--- config.mk ---
export PLATFORM = sky130hd
export DESIGN_NAME = ram_port_b_arbiter
export DESIGN_NICKNAME = d
export VERILOG_FILES = /design/src/rtl/arm_mem_pkg.sv /design/src/rtl/rr_pick2.sv /design/src/rtl/ram_port_b_arbiter.sv
export SDC_FILE = /design/constraint.sdc
export NUM_CORES = 1
export LEC_CHECK = 0
export CAP_MARGIN = 25
export CELL_PAD_IN_SITES_DETAIL_PLACEMENT = 0
export CELL_PAD_IN_SITES_GLOBAL_PLACEMENT = 2
export CORE_MARGIN = 4
export CORE_UTILIZATION = 17
export CTS_BUF_LIST = sky130_fd_sc_hd__clkbuf_8 sky130_fd_sc_hd__clkbuf_16
export CTS_CLUSTER_DIAMETER = 100
export DETAILED_ROUTE_END_ITERATION = 7
export GPL_TIMING_DRIVEN = 0
export PLACE_DENSITY_LB_ADDON = 0.2
export SETUP_SLACK_MARGIN = 0.05
export SYNTH_ARGS = -nofsm -noshare
export SYNTH_HDL_FRONTEND = slang
export SYNTH_SLANG_ARGS = --single-unit
--- constraint.sdc ---
create_clock -name clk -period 3.5 [get_ports clk]
set_input_delay 0.525 -clock clk [delete_from_list [all_inputs] [get_ports clk]]
set_output_delay 0.525 -clock clk [all_outputs]
set_load 0.01 [all_outputs]
--- src/rtl/arm_mem_pkg.sv ---
// Shared types and constants for the data RAM port-B arbitration logic.
// Latency: n/a (types only).
// Backpressure: n/a (types only).
package arm_mem_pkg;

  localparam int RAM_AW = 15;
  localparam int RAM_DW = 8;

  typedef enum logic [1:0] {
    IDLE,
    LOCK0,
    LOCK1
  } arb_state_e;

  // Tag for an outstanding read: which requester gets the q_b data next cycle.
  typedef struct packed {
    logic valid;
    logic id;
  } rd_tag_t;

endpackage

--- src/rtl/rr_pick2.sv ---
// Two-way round-robin pick with an optional forced owner.
// Latency: 0 cycles, purely combinational.
// Backpressure: none; a requester without a grant simply keeps requesting.
// Ports: i_req[1:0] requests, i_last most recent grantee,
//        i_force_en/i_force_id owner that wins whenever it requests,
//        o_gnt[1:0] one-hot grant (all zero only when nothing requests).
module rr_pick2 (
  input  logic [1:0] i_req,
  input  logic       i_last,
  input  logic       i_force_en,
  input  logic       i_force_id,
  output logic [1:0] o_gnt
);

  always_comb begin
    o_gnt = 2'b00;
    if (i_force_en && i_req[i_force_id]) begin
      o_gnt = i_force_id ? 2'b10 : 2'b01;
    end else if (&i_req) begin
      // Contention: the side that was not served last wins.
      o_gnt = i_last ? 2'b01 : 2'b10;
    end else begin
      o_gnt = i_req;
    end
  end

endmodule

--- src/rtl/ram_port_b_arbiter.sv ---
// Shares data RAM port B between the display scanner (r0) and host debug loader (r1).
// Latency: grant is combinational (0 cycles); read data returns 1 cycle after the grant edge.
// Backpressure: a requester holds its request until it sees gnt; no-grant cycles stall it.
// Ports: clk/rst (sync active-high); rN_req/we/lock/addr/wdata in, rN_gnt/rvalid/rdata out
//        for N = 0,1; ram_address_b/ram_data_b/ram_wren_b to the RAM, ram_q_b from it.
module ram_port_b_arbiter
  import arm_mem_pkg::*;
#(
  parameter int AW        = RAM_AW,
  parameter int DW        = RAM_DW,
  parameter int MAX_BURST = 16
) (
  input  logic          clk,
  input  logic          rst,
  input  logic          r0_req,
  input  logic          r0_we,
  input  logic          r0_lock,
  input  logic [AW-1:0] r0_addr,
  input  logic [DW-1:0] r0_wdata,
  output logic          r0_gnt,
  output logic          r0_rvalid,
  output logic [DW-1:0] r0_rdata,
  input  logic          r1_req,
  input  logic          r1_we,
  input  logic          r1_lock,
  input  logic [AW-1:0] r1_addr,
  input  logic [DW-1:0] r1_wdata,
  output logic          r1_gnt,
  output logic          r1_rvalid,
  output logic [DW-1:0] r1_rdata,
  output logic [AW-1:0] ram_address_b,
  output logic [DW-1:0] ram_data_b,
  output logic          ram_wren_b,
  input  logic [DW-1:0] ram_q_b
);

  // The grant that enters a lock is the first of the burst, so the lock stops
  // forcing once MAX_BURST-1 further contested grants have been counted.
  localparam logic [7:0] BURST_LAST = 8'(MAX_BURST - 1);

  arb_state_e r_state;
  arb_state_e w_state_nxt;
  logic [7:0] r_burst_cnt;
  logic [7:0] w_burst_cnt_nxt;
  logic       r_last;
  rd_tag_t    r_tag;

  logic [1:0] w_pick;
  logic [1:0] w_gnt;
  logic       w_limit;
  logic       w_force_en;
  logic       w_force_id;
  logic       w_sel;
  logic       w_we_sel;

  // Lock owner is forced unless its burst budget is spent with the other side waiting.
  always_comb begin
    w_limit    = 1'b0;
    w_force_en = 1'b0;
    w_force_id = 1'b0;
    case (r_state)
      LOCK0: begin
        w_limit    = r1_req && (r_burst_cnt >= BURST_LAST);
        w_force_en = !w_limit;
        w_force_id = 1'b0;
      end
      LOCK1: begin
        w_limit    = r0_req && (r_burst_cnt >= BURST_LAST);
        w_force_en = !w_limit;
        w_force_id = 1'b1;
      end
      default: ;
    endcase
  end

  rr_pick2 u_pick (
    .i_req      ({r1_req, r0_req}),
    .i_last     (r_last),
    .i_force_en (w_force_en),
    .i_force_id (w_force_id),
    .o_gnt      (w_pick)
  );

  // No accesses are issued while reset is held.
  assign w_gnt    = rst ? 2'b00 : w_pick;
  assign w_sel    = w_gnt[1];
  assign w_we_sel = w_sel ? r1_we : r0_we;

  always_comb begin
    w_state_nxt     = r_state;
    w_burst_cnt_nxt = r_burst_cnt;
    case (r_state)
      IDLE: begin
        if (w_gnt[0] && r0_lock) begin
          w_state_nxt = LOCK0;
        end else if (w_gnt[1] && r1_lock) begin
          w_state_nxt = LOCK1;
        end
      end
      LOCK0: begin
        if (w_limit || !r0_req || !r0_lock) begin
          w_state_nxt = (w_gnt[1] && r1_lock) ? LOCK1 : IDLE;
        end else if (r1_req) begin
          w_burst_cnt_nxt = r_burst_cnt + 8'd1;
        end
      end
      LOCK1: begin
        if (w_limit || !r1_req || !r1_lock) begin
          w_state_nxt = (w_gnt[0] && r0_lock) ? LOCK0 : IDLE;
        end else if (r0_req) begin
          w_burst_cnt_nxt = r_burst_cnt + 8'd1;
        end
      end
      default: w_state_nxt = IDLE;
    endcase
    // Every lock entry and exit starts the burst count afresh.
    if (w_state_nxt != r_state) begin
      w_burst_cnt_nxt = 8'd0;
    end
  end

  always_ff @(posedge clk) begin
    if (rst) begin
      r_state     <= IDLE;
      r_burst_cnt <= 8'd0;
      r_last      <= 1'b1;
      r_tag       <= '0;
    end else begin
      r_state     <= w_state_nxt;
      r_burst_cnt <= w_burst_cnt_nxt;
      if (|w_gnt) begin
        r_last <= w_gnt[1];
      end
      r_tag.valid <= (|w_gnt) && !w_we_sel;
      r_tag.id    <= w_gnt[1];
    end
  end

  assign r0_gnt = w_gnt[0];
  assign r1_gnt = w_gnt[1];

  assign ram_address_b = w_sel ? r1_addr : r0_addr;
  assign ram_data_b    = w_sel ? r1_wdata : r0_wdata;
  assign ram_wren_b    = (|w_gnt) && w_we_sel;

  assign r0_rvalid = r_tag.valid && !r_tag.id;
  assign r1_rvalid = r_tag.valid && r_tag.id;
  assign r0_rdata  = r0_rvalid ? ram_q_b : '0;
  assign r1_rdata  = r1_rvalid ? ram_q_b : '0;

endmodule

* Word-level counts from Yosys, hierarchy flattened *
Cells that the tools add are included.

word-level totals
  bits in registers = 13
  input bits = 62
  output and inout port bits = 44

cells by class
  add/sub/neg operators = 1
  order comparisons = 2
  eq/ne operators = 7
  multiplexer cells = 27
  reduce and logical (&&, ||, !) cells = 27

operator list
  operator                                             count
  2-to-1 mux 8 bit                                     7
  2-to-1 mux 2 bit                                     10
  one-hot mux 8 bit (2 select lines)                   1
  2-to-1 mux 15 bit                                    1
  logical AND 1 bit                                    9
  adder 8 x 1 -> 8 bit, second input constant          1
  >= comparator 8 x 4 -> 1 bit, second input constant  1
  logical NOT 1 bit                                    8
  inequality test 2 bit, second input constant         4
  one-hot mux 2 bit (3 select lines)                   1
  2-to-1 mux 1 bit                                     5
  AND reduction 5 bit                                  1
  logical OR 1 bit                                     4
  one-hot mux 1 bit (2 select lines)                   2
  OR reduction 2 bit                                   2
  equality test 2 x 1 -> 1 bit, second input constant  1
  equality test 2 bit, second input constant           1
  logical NOT 2 bit                                    1
  < comparator 1 x 2 -> 1 bit, second input constant   1
  inequality test 2 bit                                1
  AND reduction 2 bit                                  1
  nonzero test 2 bit                                   1

* Logic depth before layout (Yosys ltp) *
Gate-level depths: netlist of run 1.

  depth after elaboration = 13
  gate-level depth with buffers = 8
  gate-level depth less buffers = 8

* Cells and area by module *
From an unflattened synthesis of run 1, not the netlist that was laid out.

unflattened totals
  cell total of the unflattened synthesis = 214
  area, all modules = 1401.3 um^2

by module, submodules not included
  module              times used  cells an instance  area each (um^2)
  ram_port_b_arbiter  1           209                1371.3
  rr_pick2            1           5                  30.0

* Least setup slack after synthesis of run 1 *
OpenSTA, ideal clock, no wires.

  path kind = register to output
  from = reg r_burst_cnt[4]
  to = out ram_address_b[13]
  data arrival time = 2.304 ns
  data required time = 2.975 ns
  slack = 0.671 ns
  cell stages (with the launch flop) = 7
  cells stage by stage = dfxtp_1 > or4_4 > or4_4 > a21oi_2 > nor2_1 > buf_2 > mux2_2

on the way
  word-level cells in the longest chain between the ends = 8

RTL lines
  what                                  line                                                text
  start, declared                       ram_port_b_arbiter.sv:43                            logic [7:0] r_burst_cnt;
  start signal, assigned                ram_port_b_arbiter.sv:130                           r_burst_cnt <= w_burst_cnt_nxt;
  >= comparator 8 x 4 -> 1 bit *        ram_port_b_arbiter.sv:63, ram_port_b_arbiter.sv:68
  logical AND 1 bit (on tied branches)  ram_port_b_arbiter.sv:68, ram_port_b_arbiter.sv:63
  logical NOT 1 bit (on tied branches)  ram_port_b_arbiter.sv:69, ram_port_b_arbiter.sv:64
  one-hot mux 1 bit (2 select lines) *  ram_port_b_arbiter.sv:61                            case (r_state)
  logical AND 1 bit *                   rr_pick2.sv:17                                      if (i_force_en && i_req[i_force_id]) begin
  2-to-1 mux 2 bit *                    rr_pick2.sv:17
  2-to-1 mux 2 bit *                    ram_port_b_arbiter.sv:85                            assign w_gnt = rst ? 2'b00 : w_pick;
  named net r1_gnt                      ram_port_b_arbiter.sv:28                            output logic r1_gnt,
  2-to-1 mux 15 bit *                   ram_port_b_arbiter.sv:142                           assign ram_address_b = w_sel ? r1_addr : r0_addr;
  end, declared                         ram_port_b_arbiter.sv:31                            output logic [AW-1:0] ram_address_b,

Mark *: on every way through the listed nets, which the timed path passes. The rest lies on a longest branch.

* Final worst setup path of run 1 *
  from = reg r_burst_cnt[4]
  to = out ram_data_b[7]

on the way
  word-level cells in the longest chain between the ends = 8

RTL lines
  what                                  line                                                text
  >= comparator 8 x 4 -> 1 bit *        ram_port_b_arbiter.sv:63, ram_port_b_arbiter.sv:68
  logical AND 1 bit (on tied branches)  ram_port_b_arbiter.sv:68, ram_port_b_arbiter.sv:63
  logical NOT 1 bit (on tied branches)  ram_port_b_arbiter.sv:69, ram_port_b_arbiter.sv:64
  one-hot mux 1 bit (2 select lines) *  ram_port_b_arbiter.sv:61
  logical AND 1 bit *                   rr_pick2.sv:17
  2-to-1 mux 2 bit *                    rr_pick2.sv:17
  2-to-1 mux 2 bit *                    ram_port_b_arbiter.sv:85
  2-to-1 mux 8 bit *                    ram_port_b_arbiter.sv:143                           assign ram_data_b = w_sel ? r1_wdata : r0_wdata;
  end, declared                         ram_port_b_arbiter.sv:32                            output logic [DW-1:0] ram_data_b,

Mark *: on every way between the ends. The rest lies on a longest branch, timed or not.

==> results of run 1 <==
cell type report:
cell class	count	area [µm²]
inverters	10	37.54
repair buffers	106	1032
clock buffers	3	41.29
multi-input cells	141	1119
fillers	839	5187
clock inverters	1	3.754
flip-flops and latches	13	265.3
plain buffers	5	33.78
well taps	102	127.6
synth_stat cells (2+ instances only):
cell and instances:
mux2_2 23, nand2_1 15, and2_1 13, dfxtp_1 13, and3_1 12, inv_1 10
nor3_1 8, xnor2_1 7, a21oi_1 5, ha_1 5, nand4_1 5, nor2_1 4
o21ai_0 4, a31oi_1 3, clkbuf_1 3, mux2i_1 3, nand3_1 3, o211ai_1 3
a2111oi_0 2, a211oi_1 2, a22o_1 2, buf_2 2, nor2b_1 2, nor4b_1 2
or4_4 2
kinds of logic (layout without fill, tap and decap cells):
kind of cell             after synthesis  in the layout  synth area share, %
AO/OA/AOI/OAI                         36             36                20.81
AND/OR/NAND/NOR                       67             67                26.73
XOR/XNOR                               7              7                4.395
adder cells (fa/ha/maj)                5              5                4.484
buffers and inverters                 15            125                4.216
multiplexers                          26             26                20.72
flip-flops                            13             13                18.65
final timing paths:
path | startpoint | to | slack (ps) | cells after the start
max | r_burst_cnt[4]$_SDFFE_PP0P_ | ram_data_b[7] | 200 | 6
min | r_state[1]$_SDFF_PP0_ | r_state[1]$_SDFF_PP0_ | 530 | 2
max reg2reg | r_burst_cnt[4]$_SDFFE_PP0P_ | r_burst_cnt[7]$_SDFFE_PP0P_ | 740 | 7
min reg2reg | r_state[1]$_SDFF_PP0_ | r_state[1]$_SDFF_PP0_ | 530 | 2
state kept, by name, indices dropped and copies added (netlist names):
signal       count
r_burst_cnt      8
r_last           1
r_state          2
r_tag            2
through the flow:
| stage | std cells | setup slack, ps | hold slack, ps | area, µm² |
|---|---|---|---|---|
| after floorplan | 169 | 670.8 | 506.7 | 1395 |
| after global placement | 374 | -541.2 | 537.1 | 2554 |
| after detailed placement | 374 | -461.5 | 546.5 | 2554 |
| after CTS | 381 | 51.03 | 525.8 | 2648 |
| after global routing | 381 | 100.1 | 551.9 | 2660 |
| final | 381 | 200.0 | 529.8 | 2660 |
power groups by stage:
stage                     clock network (µW)  registers, µW  logic [µW]
after floorplan                            0            159        90.6
after global placement                     0            161         234
after detailed placement                   0            161         232
after CTS                                141            157         229
after global routing                     147            159         246
final                                    134            158         227
critical path, delay by kind of cell (launching register included):
family / cells / cell delay [ps]
flip-flops: 1 / 340
AND/OR/NAND/NOR: 3 / 1200
buffers and inverters: 1 / 550
multiplexers: 1 / 250
AO/OA/AOI/OAI: 1 / 190
layer usage:
metal | global-route usage, % | routed length [µm] | vias to the layer above
li1 | - | - | 853
met1 | 13.07 | 2380 | 755
met4 | 0.9454 | 11 | 0
met5 | 0 | 0 | -
met3 | 3.185 | 388 | 2
met2 | 18.88 | 2768 | 74
timing repair:
item,4_1_cts,5_1_grt
setup endpoints to repair,25,1
pin swaps,2,1
buffers inserted,3,0
gates resized for setup,33,3
==> results.toml, run 1 <==
[outcome]
outcome = "completed"

[drt]
vias_per_cell = 4.420
routed_wl_mm = 5.548
drt_pass1_iterations = 4
antenna_left = 0
drc_errors = 0
num_vias = 1684
drt_iter0_markers = 116
avgRoutedWirePerCell_um = 14.56

[timing]
post-route-min-period_ps = 3300
finalSetupViolations = 0
slew_headroom_pct = 51.50
hold_viol_final = 0
fin_skew_ps = 2.386
min_period_over_period_pct = 94.29
fmax_ghz = 0.3030
slew_viol_final = 0
setup-tns-final_ps = 0
rsz0062_at_grt = "no"
worstMarginPinSlew_ps = 721.9

[cts]
htreeDepth = 1
ctsHoldBuffers = 0
cts.clk_slew.worst_paths_ps = 60
cts_buffers = 3
cts_root_buf = "clkbuf_8"
cts.sinks = 13
cts_tree = "done"
clockBufferDepth = 2
clk_latency_ps = 240

[logic_synthesis]
synth-seq-cells = 13
synth_top_area_share_pct = 18.65
netlist_instances = 169
synth-edff-count = 0
yosysTopAreaCell = "dfxtp_1"
async_flop_share_pct = 0
yosysWarnings = 0
synth_cell_type_count = 41
synthFlopType = "dfxtp_1"
synth-seq-area-share_pct = 18.65
synth_area_mm2 = 0.001395
avgSynthCellArea_um2 = 8.255
postSynthNetCount = 236
netlist_top_cells_area = "dfxtp_1 19%, mux2_2 19%, and2_1 5.8%"

[global_routing]
grt_usage_pct = 10.60
overflow = 0
grt_pass1_wl_mm = 8.521
grt_start_max_net_pins = 11
antenna_found_initial = 0
first_global_vias = 1680

[die]
die-area_mm2 = 0.009720
die_y_um = 98.59
ios = 106
fp.dieW_um = 98.59
initial_utilization_pct = 17.78
std_cell_rows = 32
core_mm2 = 0.007848

[power_and_ir_drop]
finalPower_uw = 519.8
seqPwrFrac_pct = 30.4
p_int_uw = 369.7
p_leak_uw = 0.001025
powerDensity_mw_per_mm2 = 195.4
peakVddDrop_v = 0.00007314
power.switching_uw = 150.1
combPwrFrac_pct = 43.8
clockPowerShare_pct = 25.8
p_sw_share_pct = 28.88

[placement]
port_buffers = 103
hpwl_mm = 4.569
gp_congestion = 0.7940

[finish]
area_delta_synth_final_pct = 90.67
final_util_pct = 33.90
fin_nets = 347
final_common_cell = "clkdlybuf4s50_1"
antenna_cells = 0
drive_above_1_share_pct = 16.13
final_cell_mix = "83 x clkdlybuf4s50_1, 23 x mux2_2, 19 x dlygate4sd2_1"

[worst_setup_path]
cp_slowest_cell = "or4_4"
cpMostUsedCell = "or4_4"
start_kind = "flip-flop"
worstSetupEndpointType = "output port"
worst_ep_required_time_ps = 2970
slowest_delay_ps = 580
critPathArrivalTime_ps = 2780
crit_chain = "or4_4, or4_4, a21oi_4, nor2_4, mux2_2, clkdlybuf4s50_1"
crit_type = "flip-flop to output port"
critPathMaxFanout = 7

[min_path]
worstHoldPathType = "flip-flop to flip-flop"

[job]
cap_violations = 0
No activity file was read; power rests on OpenSTA's default activity.
==> run 2, diff against run 1 <==
--- a/config.mk
+++ b/config.mk
@@ -15,7 +15,6 @@
 export DETAILED_ROUTE_END_ITERATION = 7
 export GPL_TIMING_DRIVEN = 0
 export PLACE_DENSITY_LB_ADDON = 0.2
-export SETUP_SLACK_MARGIN = 0.05
 export SYNTH_ARGS = -nofsm -noshare
 export SYNTH_HDL_FRONTEND = slang
 export SYNTH_SLANG_ARGS = --single-unit
==> run 2 against run 1 <==
Against the previous run: wire length grew 0.54%; final area grew 2.8%; critical path depth grew 1; clock skew is essentially flat; final cell count grew 1.0%; global-route usage is the same; utilization grew 0.94 points; critical path type unchanged; non-clock buffer count grew 4; combinational power grew 5%; total power grew 1.9%.
==> results.toml, run 2 (synthesis gave the netlist of run 1 again) <==
[min_path]
holdCritStartpoint = "r_state[1]$_SDFF_PP0_"
hold-path-endpoint = "r_state[1]$_SDFF_PP0_"
worstHoldPathType = "flip-flop to flip-flop"
whs_path_depth = 2

[die]
ios = 106
fp.dieW_um = 98.59
die-area_mm2 = 0.009720
initial_utilization_pct = 17.78
die_y_um = 98.59
core_mm2 = 0.007848
std_cell_rows = 32

[timing]
fmax_ghz = 0.2928
worst_slack_ps = 85.27
finalSetupViolations = 0
rsz0062_at_grt = "no"
fin_hold_ws_ps = 528.3
min_period_over_period_pct = 97.56
slew_headroom_pct = 50.21
fin_skew_ps = 2.221
hold_viol_final = 0
setup-tns-final_ps = 0
worstMarginPinSlew_ps = 741.1
post-route-min-period_ps = 3415
slew_viol_final = 0

[cts]
cts_buffers = 3
clk_latency_ps = 240
cts.sinks = 13
cts_root_buf = "clkbuf_8"
clockBufferDepth = 2
cts_tree = "done"
htreeDepth = 1
cts.clk_slew.worst_paths_ps = 60
ctsHoldBuffers = 0

[finish]
fin_nets = 351
area_delta_synth_final_pct = 95.96
drive_above_1_share_pct = 17.31
antenna_cells = 0
fin_area_mm2 = 0.002734
stdcell_count = 385
reg.largest.list = "r_burst_cnt (8), r_state (2), r_tag (2)"
regMostFlops = "r_burst_cnt"
final_cell_mix = "85 x clkdlybuf4s50_1, 23 x mux2_2, 15 x nand2_1"
largest_reg_flops = 8
final_common_cell = "clkdlybuf4s50_1"

[global_routing]
overflow = 0
antenna_found_initial = 0
grt_start_max_net_pins = 11
first_global_vias = 1680
grt_pass1_wl_mm = 8.521
grt_usage_pct = 10.60

[worst_setup_path]
cp_slowest_cell = "or4_4"
reg2reg_to = "r_burst_cnt[7]$_SDFFE_PP0P_"
reg2reg_depth = 7
start_kind = "flip-flop"
slowest_delay_ps = 580
path_delay_family = "simple AND/OR/NAND/NOR gates"
path_buf_inv = 2
worstSetupEndpointType = "output port"
critPathArrivalTime_ps = 2890
cpMostUsedCell = "or4_4"
rr_startpoint = "r_burst_cnt[4]$_SDFFE_PP0P_"
critPathMaxFanout = 8
crit_type = "flip-flop to output port"
r2r_slack_ps = 740
crit_chain = "or4_4, or4_4, a21oi_4, nor2_4, buf_6, mux2_2, clkdlybuf4s50_1"
worst_ep_required_time_ps = 2970

[power_and_ir_drop]
combPwrFrac_pct = 44.9
power.switching_uw = 151.5
powerDensity_mw_per_mm2 = 193.8
clockPowerShare_pct = 25.5
peakVddDrop_v = 0.00007369
seqPwrFrac_pct = 29.6
p_int_uw = 378.2
p_leak_uw = 0.001116
p_sw_share_pct = 28.59

[drt]
antenna_left = 0
routed_wl_mm = 5.578
drc_errors = 0
num_vias = 1698
drt_iter0_markers = 113
avgRoutedWirePerCell_um = 14.49
vias_per_cell = 4.410
drt_pass1_iterations = 4

[placement]
pre_cts_ws_ps = -461.5
hpwl_mm = 4.569
dpl_cell_area_mm2 = 0.002554
placedCellCount = 374
port_buffers = 103
gp_congestion = 0.7940

[job]
cap_violations = 0

[outcome]
outcome = "completed"
[run 2: power by group through the flow]
stage               logic [µW]  registers [µW]  clock network, µW
global route               257             157                147
global placement           234             161                  0
floorplan                 90.6             159                  0
CTS                        238             157                141
finish                     238             157                135
detailed placement         232             161                  0
[run 2: worst max-delay path by stage]
stage / from / to / cells past startpoint
2_1_floorplan: r_burst_cnt[4]$_SDFFE_PP0P_ / ram_address_b[13] / 6
3_3_place_gp: r1_req / ram_data_b[6] / 7
3_5_place_dp: r1_req / ram_data_b[6] / 7
4_1_cts: r_burst_cnt[4]$_SDFFE_PP0P_ / ram_address_b[4] / 7
5_1_grt: r_burst_cnt[4]$_SDFFE_PP0P_ / ram_data_b[1] / 7
6_report: r_burst_cnt[4]$_SDFFE_PP0P_ / ram_data_b[1] / 7
[run 2: tightest hold or removal path, stage by stage, from the launching register on]
cell and delay [ps]:
dfxtp_2 340, o21ai_0 70, a211oi_1 70
[run 2: what timing repair did]
item / in CTS / in global routing
endpoints found under the hold margin: 0 / 0
setup buffers: 3 / 4
gates resized for setup: 21 / 14
setup endpoints to repair: 25 / 13
pin swaps: 2 / 1
[run 2: stage by stage]
step	utilization (%)	power [µW]
2_1_floorplan	-	249.4
3_3_place_gp	32.54	394.5
3_5_place_dp	32.54	392.9
4_1_cts	33.93	535.9
5_1_grt	34.84	560.9
6_report	34.84	529.7
[run 2: routing by layer]
| layer | vias up | part of all wire (%) | track usage [%] |
|---|---|---|---|
| li1 | 860 | - | - |
| met1 | 757 | 42 | 13.07 |
| met2 | 77 | 51 | 18.88 |
| met3 | 4 | 6.8 | 3.185 |
| met4 | 0 | 0.38 | 0.9454 |
| met5 | - | 0 | 0 |
[run 2: final cells by class]
type	instances	area, µm²
fillers	829	5114
inverters	10	37.54
clock inverters	1	3.754
repair buffers	110	1102
multi-input cells	141	1119
well taps	102	127.6
clock buffers	3	41.29
plain buffers	5	37.54
flip-flops and latches	13	265.3
